File: config.mk
export PLATFORM = sky130hd
export DESIGN_NAME = operand_sel_seq
export DESIGN_NICKNAME = d
export VERILOG_FILES = /design/src/rtl/operand_sel_seq.sv
export SDC_FILE = /design/constraint.sdc
export NUM_CORES = 1
export LEC_CHECK = 0
export CAP_MARGIN = 20
export CORE_MARGIN = 1.5
export CORE_UTILIZATION = 41
export DETAILED_ROUTE_END_ITERATION = 8
export GPL_TIMING_DRIVEN = 0
export MAX_ROUTING_LAYER = met4
export PLACE_DENSITY = 0.89
export SYNTH_ARGS = -nofsm -noshare
export SYNTH_HDL_FRONTEND = slang
export SYNTH_SLANG_ARGS = --single-unit
File: constraint.sdc
create_clock -name clk -period 3.4 [get_ports clk]
set_clock_uncertainty 0.1 [all_clocks]
set_input_delay 0.68 -clock clk [delete_from_list [all_inputs] [get_ports clk]]
set_output_delay 0.68 -clock clk [all_outputs]
set_load 0.02 [all_outputs]
File: src/rtl/operand_sel_seq.sv
// rtl/operand_sel_seq.sv - registered operand/register-index selector with DIRECT and SCAN modes
// Requests are sampled only on acceptance; beats leave through a valid/ready port.
module operand_sel_seq #(
   parameter int unsigned       WIDTH       = 32,
   parameter int unsigned       NUM_IN      = 4,
   parameter int unsigned       SEL_W       = 2,
   parameter int unsigned       MASK_W      = 16,
   parameter int unsigned       IDX_W       = 4,
   parameter logic [WIDTH-1:0]  DEFAULT_VAL = '0
) (
   input  logic                    clk,
   input  logic                    reset_n,
   input  logic [NUM_IN*WIDTH-1:0] in_bus,
   input  logic [SEL_W-1:0]        sel,
   input  logic                    mode,
   input  logic [MASK_W-1:0]       mask,
   input  logic                    req_valid,
   output logic                    req_ready,
   output logic [WIDTH-1:0]        out_data,
   output logic                    out_valid,
   input  logic                    out_ready,
   output logic                    out_last,
   output logic                    sel_err,
   output logic                    busy
);

   typedef enum logic [1:0] {
      ST_IDLE   = 2'd0,
      ST_DIRECT = 2'd1,
      ST_SCAN   = 2'd2
   } state_t;

   state_t            state_q, state_d;
   logic [WIDTH-1:0]  data_q,  data_d;
   logic              valid_q, valid_d;
   logic              last_q,  last_d;
   logic              err_q,   err_d;
   logic [MASK_W-1:0] rem_q,   rem_d;

   logic [WIDTH-1:0]  word_sel;
   logic              sel_hit;
   logic [IDX_W-1:0]  first_idx;
   logic              first_last;
   logic [MASK_W-1:0] rem_next;
   logic [IDX_W-1:0]  rem_next_idx;
   logic              rem_next_last;
   logic              beat_take;
   logic              last_take;
   logic              accept;

   function automatic logic [IDX_W-1:0] low_idx(input logic [MASK_W-1:0] m);
      logic [IDX_W-1:0] r;
      r = '0;
      for (int i = int'(MASK_W) - 1; i >= 0; i--) begin
         if (m[i]) r = IDX_W'(i);
      end
      return r;
   endfunction

   function automatic logic one_bit(input logic [MASK_W-1:0] m);
      return (m != '0) && ((m & (m - MASK_W'(1))) == '0);
   endfunction

   // Compare against each legal index so an out-of-range select never slices past in_bus.
   always_comb begin
      word_sel = DEFAULT_VAL;
      sel_hit  = 1'b0;
      for (int k = 0; k < int'(NUM_IN); k++) begin
         if (sel == SEL_W'(k)) begin
            word_sel = in_bus[k*WIDTH +: WIDTH];
            sel_hit  = 1'b1;
         end
      end
   end

   always_comb begin
      first_idx     = low_idx(mask);
      first_last    = one_bit(mask);
      rem_next      = rem_q & (rem_q - MASK_W'(1));
      rem_next_idx  = low_idx(rem_next);
      rem_next_last = one_bit(rem_next);
   end

   assign beat_take = valid_q & out_ready;
   assign last_take = beat_take & last_q;
   assign req_ready = reset_n & ((state_q == ST_IDLE) | last_take);
   assign accept    = req_valid & req_ready;

   always_comb begin
      state_d = state_q;
      data_d  = data_q;
      valid_d = valid_q;
      last_d  = last_q;
      err_d   = err_q;
      rem_d   = rem_q;
      if (accept) begin
         valid_d = 1'b1;
         if (!mode) begin
            state_d = ST_DIRECT;
            data_d  = sel_hit ? word_sel : DEFAULT_VAL;
            last_d  = 1'b1;
            err_d   = ~sel_hit;
            rem_d   = '0;
         end else if (mask == '0) begin
            // An empty list still yields one error beat, handled like a DIRECT beat.
            state_d = ST_DIRECT;
            data_d  = '0;
            last_d  = 1'b1;
            err_d   = 1'b1;
            rem_d   = '0;
         end else begin
            state_d = ST_SCAN;
            data_d  = WIDTH'(first_idx);
            last_d  = first_last;
            err_d   = 1'b0;
            rem_d   = mask;
         end
      end else if (last_take) begin
         state_d = ST_IDLE;
         valid_d = 1'b0;
         last_d  = 1'b0;
         err_d   = 1'b0;
         rem_d   = '0;
      end else if (beat_take && (state_q == ST_SCAN)) begin
         rem_d  = rem_next;
         data_d = WIDTH'(rem_next_idx);
         last_d = rem_next_last;
      end
   end

   always_ff @(posedge clk or negedge reset_n) begin
      if (!reset_n) begin
         state_q <= ST_IDLE;
         data_q  <= '0;
         valid_q <= 1'b0;
         last_q  <= 1'b0;
         err_q   <= 1'b0;
         rem_q   <= '0;
      end else begin
         state_q <= state_d;
         data_q  <= data_d;
         valid_q <= valid_d;
         last_q  <= last_d;
         err_q   <= err_d;
         rem_q   <= rem_d;
      end
   end

   assign out_data  = data_q;
   assign out_valid = valid_q;
   assign out_last  = last_q;
   assign sel_err   = err_q;
   assign busy      = (state_q != ST_IDLE);

endmodule

==> impl_metrics.toml, run 1 <==
[status]
status = "complete, no violations"

[clocking]
ctsHoldBuffers = 0
cts_buffer_depth = 2
htree_levels = 2
clock-sinks = 53
clk_pin_slew_worst_paths_ps = 120
worstSkewPairLatency_ps = 330
clock-root-buffer = "clkbuf_8"
numCtsBuffers = 5
cts_setup_buffers = 0
cts_tree = "built"
cts_resized = 0

[final_layout]
drive_gt1_share_pct = 9.63
fin_util_pct = 65.2
diodes = 0
nets = 721
syn2layout_area_growth_pct = 55.2

[die]
core_um2 = 9150
die_area_um2 = 9970
die-height_um = 99.8
start_util_pct = 42.0
rows = 35
chipWidth_um = 99.8
ios = 188

[global_routing]
grt_overflow_total = 0
grt_pass1_wl_um = 21600
grt_max_degree = 32
grt_antenna_before_repair = 0
grt_pass1_vias = 4274
gr-usage-all-layers_pct = 29.4

[drt]
drc = 0
wire_per_inst_um = 20.6
routed-wl-met2_um = 7380
met3_length_um = 1030
drt_iter0_drc = 392
wl_met1_um = 4880
num_vias = 4192
routed_wl_um = 14000
top_layer = "met4"
dr.pass1.iters = 5
viasPerCell = 6.15
ant_nets = 0

[worst_setup_path]
r2r-start = "rem_q[3]"
endpoint_kind = "flop"
r2r_end = "out_data[2]"
crit_arrival_ps = 3340
cp.required_ps = 3540
critPathLaunchType = "primary input"
crit_end = "out_data[1]"
crit_type = "primary input to flop"
slowest_delay_ps = 550
r2r.worst_path.cells = 9
crit_slowest_cell = "nor2_1"
rrSetupSlack_ps = 440
crit_start = "out_ready"
crit_top_cell = "nand3_1"
path_cells = "clkdlybuf4s50_1 > nand3_1 > nand2_1 > nand3_1 > nor2_1 > and2_0 > clkbuf_1 > a22oi_1 > a41oi_1"
critPathMaxFanout = 8

[sta]
max_slew_margin_pct = 45.5
layout_min_cycle_time_ps = 3200
setup_viol = 0
finalMaxSlewViolations = 0
rsz0062_at_grt = "false"
max_freq_ghz = 0.313
setup-tns-final_ps = 0
period_share_pct = 94.1
tightest_slew_ps = 818
fin_ws_ps = 201
hold_viol = 0

[flow_run]
cap_violations = 0

[yosys]
yosys.area_share.xor_xnor_pct = 0.683
synth-simple-area-share_pct = 15.6
syn_inst = 377
async_reset_ff_share_pct = 100
seq_area_frac_synth_pct = 34.5
syn_nets = 528
synth_most_common_cell = "dfrtp_1"
yosys.area_share.adder_pct = 1.04
synthFlopType = "dfrtp_1"
synth_edf_count = 0
syn_area_um2 = 3840
syn_avg_cell_area_um2 = 10.2
synth_area_leaders = "dfrtp_1, mux4_2, a22o_1"
yosysTopAreaCell = "dfrtp_1"
ys_warn_count = 0
synth-compound-area-share_pct = 24.4
synth_commonest_cells = "dfrtp_1, mux4_2, nand2_1, nor2_1, a22o_1"
synth_cell_types = 63
synth_top_family_by_area = "compound AO/OA/AOI/OAI gates"
yosysTopAreaCellShare_pct = 34.5
ys_seq_elements = 53
synth_mux_area_share_pct = 19.3

[power]
leakagePower_uw = 0.00231
power_density_nw_per_um2 = 675
finalPower_uw = 4030
ir_drop_uv = 295

[placed_design]
place_hpwl_um = 11500
port_buffers = 185
preCtsSetupSlack_ps = -28.5
place_congestion = 0.957

[worst_hold_path]
hp-class = "primary input to async pin"
[worst min path at each step]
stage	to	startpoint	cells after the start
floorplan	out_data[0]	reset_n	0
global placement	sel_err	sel_err	1
detailed placement	out_data[27]	out_data[27]	1
CTS	out_data[31]	reset_n	1
global route	out_data[25]	reset_n	1
finish	out_data[25]	reset_n	1
[power by group]
group          switching, uW  internal (uW)  leakage, uW
logic                   1350           1150      0.00156
registers                199            856     0.000693
clock network            247            225    0.0000591
[worst max-delay path: cells and delay by family]
family	cells	cell delay (ps)
AO/OA/AOI/OAI	2	440
buffers and inverters	2	830
AND/OR/NAND/NOR	5	1390
[sequential cells by signal, indices dropped and copies added, names as in the netlist]
register   cells
sel_err        1
state_q        2
out_data      32
out_valid      1
rem_q         16
out_last       1
[cell type report]
cell class	instances	area (um^2)
clock inverters	3	47.5
well taps	111	139
repair buffers	186	1870
multi-input cells	283	2340
fillers	670	3190
plain buffers	31	136
clock buffers	5	68.8
flip-flops and latches	53	1330
inverters	10	37.5
[per-stage QoR]
stage                     hold WS, ps  instances  cell area [um^2]
after floorplan                   284        377              3840
after global placement            386        673              5840
after detailed placement          391        674              5850
after CTS                         280        682              5970
after global routing              303        682              5970
final                             253        682              5970
[layer usage]
| metal | up-vias | GRT usage [%] |
|---|---|---|
| li1 | 1878 | - |
| met1 | 2027 | 32.6 |
| met2 | 231 | 50.5 |
| met3 | 56 | 5.36 |
| met4 | 0 | 15.0 |
| met5 | - | - |
[layout by cell type (no fill, tap or decap), types with 5 or more instances in the layout]
master,n
o211ai_1,7
mux4_2,32
a21oi_1,20
clkbuf_1,27
nand3_1,9
nand2_1,31
a32o_1,9
nor3_1,8
o21ai_0,15
clkbuf_8,5
a22oi_1,6
dfrtp_1,53
or3_1,7
nor4_1,6
clkdlybuf4s50_1,184
inv_1,10
nor2_1,30
a22o_1,28
[kinds of logic after synthesis]
| family | Yosys count |
|---|---|
| DFF | 53 |
| buffers and inverters | 41 |
| muxes | 34 |
| and+or+nand+nor | 116 |
| adders and majority gates | 4 |
| AOI/OAI and AO/OA | 126 |
| xor gates and xnor gates | 3 |
Note: power is estimated with default switching activity, not from simulation.
==> inputs of run 2 (changes only) <==
- ABC_AREA: default -> 1
- CORE_UTILIZATION: 41 -> 42
- PLACE_DENSITY: 0.89 -> 0.9
==> run 2 against run 1 <==
Effect of this change: sequential power up 7%; global-route usage increased by 4.8 points; worst setup slack worse by 1.2 ps; combinational power fell by 4%; core utilization grew 1.1 points; clock power shrank 3%; synthesized cell count rose by 57%; sequential cell count is the same; worst hold slack better by 3.8 ps.
==> impl_metrics.toml, run 2 <==
[worst_setup_path]
crit_slowest_cell = "clkdlybuf4s50_1"
cp.required_ps = 2620
slowest_delay_ps = 650
critPathLaunchType = "primary input"
crit_type = "primary input to output port"
crit_family = "buffers and inverters"
critPathMaxFanout = 3
crit_buf_inv = 3
crit_arrival_ps = 2420
crit_top_cell = "clkdlybuf4s50_1"
endpoint_kind = "output port"
path_cells = "clkdlybuf4s50_1 > nand2_1 > nor2_1 > inv_1 > a21oi_2 > clkdlybuf4s50_1"

[sta]
hold_viol = 0
layout_min_cycle_time_ps = 3200
setup_viol = 0
tightest_slew_ps = 742
max_freq_ghz = 0.312
hold_slack_ps = 256
max_slew_margin_pct = 50.3
rsz0062_at_grt = "false"
finalMaxSlewViolations = 0
period_share_pct = 94.1

[final_layout]
drive_gt1_share_pct = 6.10
syn2layout_area_growth_pct = 54.6
largest_register_ffs = 32
multi_input_area_um2 = 2260
final_common_cell = "clkdlybuf4s50_1"
register_area_um2 = 1330
fillCellCount = 843
diodes = 0
fin_util_pct = 66.2
final_cell_mix = "clkdlybuf4s50_1, nand2_1, o21ai_0"
nets = 937

[clocking]
clk_pin_slew_worst_paths_ps = 100
cts_setup_buffers = 0
cts_buffer_depth = 2
worstSkewPairLatency_ps = 320
numCtsBuffers = 5
clock-sinks = 53
clock-root-buffer = "clkbuf_8"
cts_tree = "built"
ctsHoldBuffers = 0
cts_resized = 0
htree_levels = 2

[drt]
wire_per_inst_um = 18.1
drc = 0
ant_nets = 0
viasPerCell = 5.69
drt_iter0_drc = 304
num_vias = 5111
routed_wl_um = 16300
dr.pass1.iters = 5

[yosys]
syn_inst = 591
yosysTopAreaCellShare_pct = 33.8
synth_edf_count = 0
ys_warn_count = 0
synthFlopType = "dfrtp_1"
synth_most_common_cell = "nand2_1"
seq_area_frac_synth_pct = 33.8
async_reset_ff_share_pct = 100
synth_area_leaders = "dfrtp_1, nand2_1, o21ai_0"
syn_nets = 742
syn_avg_cell_area_um2 = 6.63
synth_commonest_cells = "nand2_1, o21ai_0, nor2_1, dfrtp_1, inv_1"
syn_area_um2 = 3920
synth_cell_types = 39
ys_seq_elements = 53
yosysTopAreaCell = "dfrtp_1"

[worst_hold_path]
hp-class = "primary input to async pin"

[die]
core_um2 = 9150
rows = 35
ios = 188
start_util_pct = 42.8
die-height_um = 99.6
die_area_um2 = 9930
chipWidth_um = 99.6

[placed_design]
place_hpwl_um = 13400
place_congestion = 1.01
port_buffers = 187

[status]
status = "complete, no violations"

[global_routing]
grt_pass1_vias = 5181
grt_antenna_before_repair = 0
gr-usage-all-layers_pct = 34.1
grt_pass1_wl_um = 25600
grt_overflow_total = 0
grt_max_degree = 35

[power]
finalPower_uw = 3970
leakagePower_uw = 0.00255
ir_drop_uv = 235
power_density_nw_per_um2 = 655

[flow_run]
cap_violations = 0
run 2: cell types whose count changed after synthesis, sizes merged, moves of 8 or more:
| cell | previous run | this run |
|---|---|---|
| nor3 | 8 | 16 |
| o221ai | 2 | 10 |
| nand2 | 31 | 145 |
| o21ai | 18 | 112 |
| a22o | 28 | 1 |
| nand3 | 9 | 41 |
| a32o | 9 | 1 |
| nor2 | 30 | 65 |
| inv | 10 | 56 |
| mux4 | 32 | 0 |
| o22ai | 2 | 23 |
run 2: cell type report:
type                            instances  share of cell area (%)
Buffer                                 28                    2.04
Clock buffer                            7                    1.42
Clock inverter                          1                   0.495
Inverter                               56                    3.47
Multi-Input combinational cell        454                    37.3
Sequential cell                        53                    21.9
Tap cell                              111                    2.29
Timing Repair Buffer                  188                    31.1
run 2: cell families after synthesis:
family,after synthesis,synth area share (%)
flip-flops,53,33.8
AND/OR/NAND/NOR,271,29.9
buffers and inverters,84,8.52
AO/OA/AOI/OAI,181,27.2
adder cells (fa/ha/maj),1,0.255
multiplexers,1,0.287
run 2: path summary, 6_finish.rpt:
path | slack [ps] | cells past startpoint | from | to
worst max-delay path | 200 | 6 | out_ready | req_ready
worst min-delay path | 260 | 1 | reset_n | out_last
worst max register to register | 830 | 17 | rem_q[0] | out_last
worst min register to register | 400 | 2 | out_data[14] | out_data[14]
max in group asynchronous | 2360 | 2 | reset_n | out_data[14]
min in group clk | 400 | 2 | out_data[14] | out_data[14]
run 2: power breakdown:
group | switching (uW) | total, uW | leakage (uW) | internal [uW]
sequential | 227 | 1120 | 0.000679 | 895
combinational | 1410 | 2390 | 0.00181 | 982
clock | 218 | 459 | 0.0000585 | 241
total | 1860 | 3970 | 0.00255 | 2120
run 2: metal layers:
metal	vias up	GRT usage, %	share of wire, %
met5	-	-	0
met4	0	17.6	6.0
met3	63	4.99	7.0
met2	248	58.6	49
met1	2404	38.6	38
li1	2396	-	-
run 2: through the flow:
step | instances | instance area [um^2] | worst slack [ps] | setup TNS, ps
after detailed placement | 890 | 5950 | 168 | 0
after floorplan | 591 | 3920 | 939 | 0
final | 898 | 6060 | 200 | 0
after global routing | 898 | 6060 | 136 | 0
after global placement | 889 | 5930 | -1460 | -74610
after CTS | 898 | 6060 | 224 | 0
